$ cat config.mk
export PLATFORM = sky130hd
export DESIGN_NAME = uart_tx_ctrl
export DESIGN_NICKNAME = d
export VERILOG_FILES = /design/src/rtl/uart_pkg.sv /design/src/rtl/flex_counter.sv /design/src/rtl/uart_tx_ctrl.sv
export SDC_FILE = /design/constraint.sdc
export NUM_CORES = 1
export LEC_CHECK = 0
export CAP_MARGIN = 40
export CORE_ASPECT_RATIO = 0.9
export CORE_UTILIZATION = 40
export DETAILED_ROUTE_END_ITERATION = 8
export PLACE_DENSITY = 0.68
export SLEW_MARGIN = 20
export SYNTH_ARGS = -nofsm -noshare
export SYNTH_HDL_FRONTEND = slang
export SYNTH_SLANG_ARGS = --single-unit
$ cat constraint.sdc
create_clock -name clk -period 6 [get_ports clk]
set_input_delay 0.6 -clock clk [delete_from_list [all_inputs] [get_ports clk]]
set_output_delay 0.6 -clock clk [all_outputs]
set_load 0.005 [all_outputs]
$ cat src/rtl/uart_pkg.sv
// Shared UART definitions: transmitter state encoding, serial line levels
// and an even-parity helper. Used by both the transmit and receive paths.
package uart_pkg;

    // Transmitter frame states. PARITY is only reachable when the parity
    // bit is compiled in (UART_TX_PARITY_EN).
    typedef enum logic [2:0] {
        IDLE   = 3'd0,
        START  = 3'd1,
        DATA   = 3'd2,
        PARITY = 3'd3,
        STOP   = 3'd4
    } tx_state_t;

    // Serial line levels for the idle line, start bit and stop bit.
    localparam logic UART_IDLE_LVL  = 1'b1;
    localparam logic UART_START_LVL = 1'b0;
    localparam logic UART_STOP_LVL  = 1'b1;

    // Even parity over up to eight data bits; narrower words are zero-extended
    // by the caller, which leaves the XOR unchanged.
    function automatic logic even_parity(input logic [7:0] data);
        return ^data;
    endfunction

endpackage

$ cat src/rtl/flex_counter.sv
// Programmable bit timer. Counts 1..rollover_val while enabled and wraps
// back to 1. A clear restarts the period at 1 so that the cycle following
// the clear is the first cycle of the new period. rollover_flag is high for
// the cycle in which the count equals rollover_val.
module flex_counter #(
    parameter int NUM_CNT_BITS = 4
) (
    input  logic                    clk,
    input  logic                    n_rst,
    input  logic                    clear,
    input  logic                    count_enable,
    input  logic [NUM_CNT_BITS-1:0] rollover_val,
    output logic                    rollover_flag
);

    localparam logic [NUM_CNT_BITS-1:0] CNT_ONE = NUM_CNT_BITS'(1);

    logic [NUM_CNT_BITS-1:0] count_q;
    logic [NUM_CNT_BITS-1:0] count_d;
    logic                    rollover_flag_q;
    logic                    rollover_flag_d;

    // Next count: clear restarts at 1, enable increments with wrap to 1.
    always_comb begin
        count_d = count_q;
        if (clear) begin
            count_d = CNT_ONE;
        end else if (count_enable) begin
            if (count_q == rollover_val) begin
                count_d = CNT_ONE;
            end else begin
                count_d = count_q + CNT_ONE;
            end
        end else begin
            count_d = count_q;
        end
        rollover_flag_d = (count_d == rollover_val);
    end

    // Counter and flag registers, cleared by the asynchronous reset.
    always_ff @(posedge clk or negedge n_rst) begin
        if (!n_rst) begin
            count_q         <= '0;
            rollover_flag_q <= 1'b0;
        end else begin
            count_q         <= count_d;
            rollover_flag_q <= rollover_flag_d;
        end
    end

    assign rollover_flag = rollover_flag_q;

endmodule

$ cat src/rtl/uart_tx_ctrl.sv
// UART transmitter control path. Serialises one DATA_BITS-wide word per
// accepted request as: start bit, data LSB first, optional even parity bit,
// one stop bit. Each bit lasts CLKS_PER_BIT clocks, timed by flex_counter.
// Optional feature macro: UART_TX_PARITY_EN inserts the even parity bit.
// All outputs are registered; the asynchronous reset forces the line high
// immediately and abandons any frame in progress.
module uart_tx_ctrl
    import uart_pkg::*;
#(
    parameter int CLKS_PER_BIT = 10,
    parameter int DATA_BITS    = 8
) (
    input  logic                 clk,
    input  logic                 n_rst,
    input  logic                 tx_start,
    input  logic [DATA_BITS-1:0] tx_data,
    output logic                 serial_out,
    output logic                 tx_busy,
    output logic                 tx_done
);

    localparam logic [15:0] BIT_CLKS = 16'(CLKS_PER_BIT);
    localparam logic [2:0]  LAST_IDX = 3'(DATA_BITS - 1);

    tx_state_t            state_q;
    tx_state_t            state_d;
    logic [DATA_BITS-1:0] shift_q;
    logic [DATA_BITS-1:0] shift_d;
    logic [2:0]           bit_idx_q;
    logic [2:0]           bit_idx_d;
    logic                 serial_out_q;
    logic                 serial_out_d;
    logic                 tx_busy_q;
    logic                 tx_busy_d;
    logic                 tx_done_q;
    logic                 tx_done_d;
`ifdef UART_TX_PARITY_EN
    logic                 parity_q;
    logic                 parity_d;
`endif

    logic                 accept_s;
    logic                 bit_end_s;

    // Bit timer: runs while a frame is in progress and restarts on accept.
    flex_counter #(
        .NUM_CNT_BITS (16)
    ) u_bit_timer (
        .clk           (clk),
        .n_rst         (n_rst),
        .clear         (accept_s),
        .count_enable  (tx_busy_q),
        .rollover_val  (BIT_CLKS),
        .rollover_flag (bit_end_s)
    );

    // Frame sequencing: next state, shift register, bit index and the
    // next values of the registered line/status outputs.
    always_comb begin
        state_d      = state_q;
        shift_d      = shift_q;
        bit_idx_d    = bit_idx_q;
        serial_out_d = serial_out_q;
        tx_busy_d    = tx_busy_q;
        tx_done_d    = 1'b0;
        accept_s     = 1'b0;
`ifdef UART_TX_PARITY_EN
        parity_d     = parity_q;
`endif
        case (state_q)
            IDLE: begin
                serial_out_d = UART_IDLE_LVL;
                tx_busy_d    = 1'b0;
                if (tx_start) begin
                    // Accepting edge: the start bit goes out from this edge.
                    accept_s     = 1'b1;
                    shift_d      = tx_data;
                    bit_idx_d    = 3'd0;
                    state_d      = START;
                    serial_out_d = UART_START_LVL;
                    tx_busy_d    = 1'b1;
`ifdef UART_TX_PARITY_EN
                    parity_d     = even_parity(8'(tx_data));
`endif
                end else begin
                    state_d = IDLE;
                end
            end
            START: begin
                if (bit_end_s) begin
                    state_d      = DATA;
                    bit_idx_d    = 3'd0;
                    serial_out_d = shift_q[0];
                end else begin
                    state_d = START;
                end
            end
            DATA: begin
                if (bit_end_s) begin
                    shift_d = {1'b0, shift_q[DATA_BITS-1:1]};
                    if (bit_idx_q == LAST_IDX) begin
`ifdef UART_TX_PARITY_EN
                        state_d      = PARITY;
                        serial_out_d = parity_q;
`else
                        state_d      = STOP;
                        serial_out_d = UART_STOP_LVL;
`endif
                    end else begin
                        // The next data bit is the one about to shift into bit 0.
                        bit_idx_d    = bit_idx_q + 3'd1;
                        serial_out_d = shift_q[1];
                    end
                end else begin
                    state_d = DATA;
                end
            end
`ifdef UART_TX_PARITY_EN
            PARITY: begin
                if (bit_end_s) begin
                    state_d      = STOP;
                    serial_out_d = UART_STOP_LVL;
                end else begin
                    state_d = PARITY;
                end
            end
`endif
            STOP: begin
                if (bit_end_s) begin
                    state_d      = IDLE;
                    serial_out_d = UART_IDLE_LVL;
                    tx_busy_d    = 1'b0;
                    tx_done_d    = 1'b1;
                end else begin
                    state_d = STOP;
                end
            end
            default: begin
                // Unreachable encodings recover to a quiet idle line.
                state_d      = IDLE;
                serial_out_d = UART_IDLE_LVL;
                tx_busy_d    = 1'b0;
            end
        endcase
    end

    // State and output registers; reset returns to a quiet, idle line.
    always_ff @(posedge clk or negedge n_rst) begin
        if (!n_rst) begin
            state_q      <= IDLE;
            shift_q      <= '0;
            bit_idx_q    <= 3'd0;
            serial_out_q <= UART_IDLE_LVL;
            tx_busy_q    <= 1'b0;
            tx_done_q    <= 1'b0;
`ifdef UART_TX_PARITY_EN
            parity_q     <= 1'b0;
`endif
        end else begin
            state_q      <= state_d;
            shift_q      <= shift_d;
            bit_idx_q    <= bit_idx_d;
            serial_out_q <= serial_out_d;
            tx_busy_q    <= tx_busy_d;
            tx_done_q    <= tx_done_d;
`ifdef UART_TX_PARITY_EN
            parity_q     <= parity_d;
`endif
        end
    end

    assign serial_out = serial_out_q;
    assign tx_busy    = tx_busy_q;
    assign tx_done    = tx_done_q;

endmodule

==> key figures <==
Drt
  • First drt pass iteration count: 4
  • First DRT Iteration DRCs: 126
  • DR WL/cell: 13.80 µm
  • Post-route ant nets: 0
  • Routed wire length: 3711 µm
  • DR vias: 1451
  • Vias per cell: 5.394
  • DRC errors left: 0

Clock tree
  • Reg clk slew, reported paths: 70 ps
  • TritonCTS clock tree: yes
  • Cts repair resizes: 0
  • Setup bufs post-CTS: 0
  • H-tree depth: 2
  • Max clock buf depth: 2
  • Clk sink count: 34
  • CTS Buf Count: 5
  • Clk_lat worst skew: 290 ps
  • Cell chosen for the clock root: clkbuf_8
  • Hold-fix buffers, CTS: 0

Power
  • Static leakage: 0.0008873 µW
  • Clock share of power: 24.7%
  • Sequential Power Share: 49.7%
  • Maximum VDD drop: 0.00009548 V
  • Int Pwr: 472.1 µW
  • Comb pwr share: 25.6%
  • Switch share: 33.66%
  • Power per cell area: 333.2 nW/µm²
  • Net load switching power: 239.6 µW

Status
  • Status: completed

Synth
  • Register area share after synthesis: 45.28%
  • Syn Area/Cell: 9.700 µm²
  • Mapped Area: 1882 µm²
  • Seq cells post-synth: 34
  • Synth Flop Type: dfrtp_1
  • Post-synth EDFFs: 0
  • Yosys Warn Count: 0
  • Post-synth ARST share: 100.0%
  • Synth unique cells: 38
  • Synth Net Count: 209
  • Cells after synthesis: 194

Worst setup path
  • Worst Path Required: 6190 ps
  • Worst flop-to-flop path startpoint: u_bit_timer.count_q[0]
  • Beginning of the critical path: u_bit_timer.count_q[0]
  • Crit path kind: reg2reg
  • Maximum fanout along the worst path: 6
  • Type of origin of the critical path: register
  • R2R depth: 6
  • Crit. End Element: register
  • WP data arrival: 2540 ps
  • Worst R2R End: u_bit_timer.rollover_flag
  • R2r setup slk: 3650 ps

Placed design
  • Post-DP HPWL: 2491 µm
  • Final estimated routing congestion in global placement: 0.8000
  • I/O Buffers: 13

Timing
  • Unrepaired setup endpoints after global routing: false
  • Slew @ Worst Pin: 706.5 ps
  • Slew Limit Fails: 0
  • Final hold vios: 0
  • Fin crit share: 39.23%
  • Period minus WS final: 2354 ps
  • Fin Setup TNS: 0 ps
  • Relative slew slack: 52.47%
  • Max Fclk: 424.8 MHz
  • Fin Clk Skew: 7.693 ps
  • Hold_ws: 477.9 ps
  • # setup viols final: 0

GRT
  • Initial antenna violation count: 0
  • Largest net degree at the start of global routing: 35
  • Vias in the first global route: 1353
  • First-pass GRT wire length: 6292 µm
  • Gr usage total: 17.03%
  • Overflow after GRT: 0

Finish
  • Layout cells sized above 1: 8.213%
  • Diodes inserted: 0
  • Nets: 221
  • Synthesis-to-layout area growth: 13.50%

Floorplanning
  • Initial core utilization: 41.92%
  • # IOs: 14
  • Die area: 4983 µm²
  • Die Ht: 67.07 µm
  • Core area: 4489 µm²
  • Row count: 23
  • Die X: 74.30 µm

Min path
  • Hold Crit Endpoint: shift_q[0]
  • Hold_sp: shift_q[0]
  • Hold path depth: 2
  • Class of the worst hold path: reg2reg

Flow run
  • Max Cap Viol: 0
[final cells by class]
type                    instances  area, µm²
fillers                       452       2354
flip-flops and latches         34      852.1
clock buffers                   7      86.33
inverters                       3      11.26
well taps                      62      77.57
repair buffers                 16      152.6
multi-input cells             146      950.9
clock inverters                 1      5.005
[metal layers]
metal	global-route usage (%)	up-vias	wire, µm
li1	-	716	-
met1	23.22	687	1851
met2	25.34	40	1619
met3	4.539	8	162
met4	7.075	0	77
met5	0	-	0
[worst max-delay path: stages, from the launching register on]
cell	delay (ps)
dfrtp_1	440
ha_1	250
nand3_1	190
or3_1	410
xor2_1	220
or4b_1	450
nor4_1	290
[metrics by stage]
step	setup slack (ps)	power [µW]	util (%)	area [µm²]	cells
after floorplan	3948	484.1	-	1882	194
after global placement	3598	530.5	45.21	2029	259
after detailed placement	3545	536.5	45.37	2037	260
after CTS	3638	714.8	47.41	2128	268
after global routing	3447	762.0	47.58	2136	269
final	3646	711.7	47.58	2136	269
[placed cells by master (no fill, tap or decap), types with 4 or more instances in the layout]
cell type,instances
dfrtp_1,33
nor2_1,26
clkdlybuf4s50_1,13
clkbuf_8,6
nand2b_1,4
a22o_1,4
xnor2_1,10
o21ai_0,11
nand2_1,18
xor2_1,7
or3_1,5
ha_1,4
nand3_1,6
mux2i_1,8
a21oi_1,5
nor3_1,4
nand4_1,7
[cell families after synthesis]
group           share of synthesized area (%)
simple gates                            23.14
flops                                   45.28
compound gates                          11.37
xor+xnor                                7.912
buf+inv                                 4.189
mux                                     5.452
fa+ha+maj                               2.660
[how the worst max path moves through the flow]
stage                     slack, ps                        end
after floorplan                3950  u_bit_timer.rollover_flag
after global placement         3600  u_bit_timer.rollover_flag
after detailed placement       3540  u_bit_timer.rollover_flag
after CTS                      3640  u_bit_timer.rollover_flag
after global routing           3450  u_bit_timer.rollover_flag
final                          3650  u_bit_timer.rollover_flag
[cell usage after synthesis (all sizes together), types with 5 or more instances]
cell type	n	area, µm²
xnor2	10	87.58
dfrtp	33	825.8
clkbuf	5	18.77
xor2	7	61.31
mux2i	8	80.08
nor2	26	97.59
nand3	6	30.03
a21oi	5	25.02
o21ai	11	55.05
nand4	7	43.79
or3	5	31.28
buf	6	48.79
nand2	18	67.56
[registers in the layout, summed over array words and instances (netlist names)]
| name | count |
|---|---|
| bit_idx_q | 3 |
| u_bit_timer.count_q | 16 |
| tx_done | 1 |
| u_bit_timer.rollover_flag | 1 |
| state_q | 3 |
| tx_busy | 1 |
| serial_out | 1 |
| shift_q | 8 |
[power groups by stage]
stage,Combinational [µW],Sequential [µW],Clock [µW]
4_1_cts,182,353,180
3_3_place_gp,176,354,0
3_5_place_dp,181,356,0
2_1_floorplan,161,323,0
5_1_grt,208,363,191
6_report,182,354,176
No activity file was read; power rests on OpenSTA's default activity.
==> edit, RTL diff (config.mk and constraints unchanged) <==
Set the parameter `NUM_CNT_BITS` to 32 (it was 16).
--- a/src/rtl/uart_tx_ctrl.sv
+++ b/src/rtl/uart_tx_ctrl.sv
@@ -44,7 +44,7 @@
 
     // Bit timer: runs while a frame is in progress and restarts on accept.
     flex_counter #(
-        .NUM_CNT_BITS (16)
+        .NUM_CNT_BITS (32)
     ) u_bit_timer (
         .clk           (clk),
         .n_rst         (n_rst),
Behaviour: same outputs for any inputs over 10 cycles, from zero or initial values and one cycle with n_rst low; that may be too few to reach the edited logic, so the function may still have changed.
==> edit against the original RTL <==
Power increased by 19%. Routed wire length grew 66%. Fmax is 14% lower. Sequential cell count rose by 16. Clock skew rose by 2.3 ps. Worst setup slack lost 390 ps. Final area grew 53%. Area after synthesis is 60% higher. Largest power group unchanged.
==> edit: results (changes against the original RTL) <==
- GR Layer Usage met1: 26.48% (+3.3 points)
- Largest regs: u_bit_timer.count_q: 32 flops, shift_q: 8 flops
- Initial DRC count: 126 (unchanged)
- GP Congestion: 0.8552 (+6.9%)
- Worst Path Arrival: 2920 ps (+380 ps)
- Via Count: 2332 (+61%)
- First drt pass iteration count: 4 (unchanged)
- Commonest cells post-synth: 50 x nor2_1, 49 x dfrtp_1, 30 x nand2_1
- Seq. pwr: 482 uW (+36%)
- Clock buf/inv share: 2.527% (-1.7 points)
- DR WL met2: 2.741 mm (+69%)
- Non-Clock Buffer Area Fraction: 4.747% (-2.4 points)
- CTS Sinks: 50 (+47%)
- Critical R2R Capture: u_bit_timer.rollover_flag
- Synth area leaders: dfrtp_1 41%, nor2_1 6.2%, xnor2_1 5.8%
- Reg clk slew, reported paths: 90 ps (+20 ps)
- Largest net degree at the start of global routing: 51 (+46%)
- Routed WL: 6.151 mm (+66%)
- Layout cells sized above 1: 7.831% (-0.38 points)
- Place WS: 3244 ps (-300.4 ps)
- P_int: 545.7 uW (+16%)
- Worst r2r src: u_bit_timer.count_q[1]
- Multi-input gates: 253 (+73%)
- CTS root buffer: clkbuf_8
- Multi-input gate area: 1647 um2 (+73%)
- GRT Util Overall: 17.57% (+0.55 points)
- Yosys cell types: 58 (+53%)
- CP max FO: 7 (+1)
- Grt met3 use: 3.170% (-1.4 points)
- Nonclk buf count: 17 (+1)
- Clock Power Share: 22.8% (-1.9 points)
- Global-route met2 utilization: 25.60% (+0.26 points)
- Worst Tran Pin Value: 659.6 ps (-46.89 ps)
- DR WL met3: 198 um (+22%)
- Hold Crit Class: in -> async
- Final nets: 346 (+57%)
- First-pass GRT wire length: 11.05 mm (+76%)
- Non-clk invs: 4 (+1)
- Met1 WL: 3.156 mm (+71%)
- Worst Skew: 10.00 ps (+2.308 ps)
- WHS: 385.5 ps (-92.38 ps)
- Slowest cell on crit path: dfrtp_1
- Psw: 300.0 uW (+25%)
- Max IR drop VDD: 0.1849 mV (+94%)
- Final HPWL DP: 4.335 mm (+74%)
- Reg2Reg Depth: 8 (+2)
- P_leak: 0.001260 uW (+42%)
- Seq/total area: 38.32% (-1.6 points)
- Fin worst setup slack: 3256 ps (-390.1 ps)
- Primary FF master, synth: dfrtp_1
- Outcome: finished clean
- Clkbuf count: 6 (-1)
- Fillers: 700 (+55%)
- Sequential area share after synthesis: 41.54% (-3.7 points)
## edit: cell count changes after synthesis, sizes merged, moves of 9 or more
cell | before | now
clkbuf | 5 | 19
dfrtp | 33 | 49
nand2 | 18 | 30
nand4 | 7 | 16
nor2 | 26 | 50
xnor2 | 10 | 20
xor2 | 7 | 17
## edit: logic make-up after synthesis
| group | count (synthesis) | share of synthesized area [%] |
|---|---|---|
| AO/OA/AOI/OAI | 46 | 10.37 |
| multiplexers | 10 | 3.361 |
| flip-flops | 50 | 41.54 |
| adder cells (fa/ha/maj) | 4 | 1.660 |
| AND/OR/NAND/NOR | 156 | 28.47 |
| buffers and inverters | 29 | 3.858 |
| XOR/XNOR | 37 | 10.75 |
## edit: per-stage QoR
step	instance area, um2	instances	util (%)
CTS	3268	425	45.49
finish	3268	425	45.49
detailed placement	3186	417	44.34
global route	3268	425	45.49
floorplan	3015	332	-
global placement	3171	415	44.13
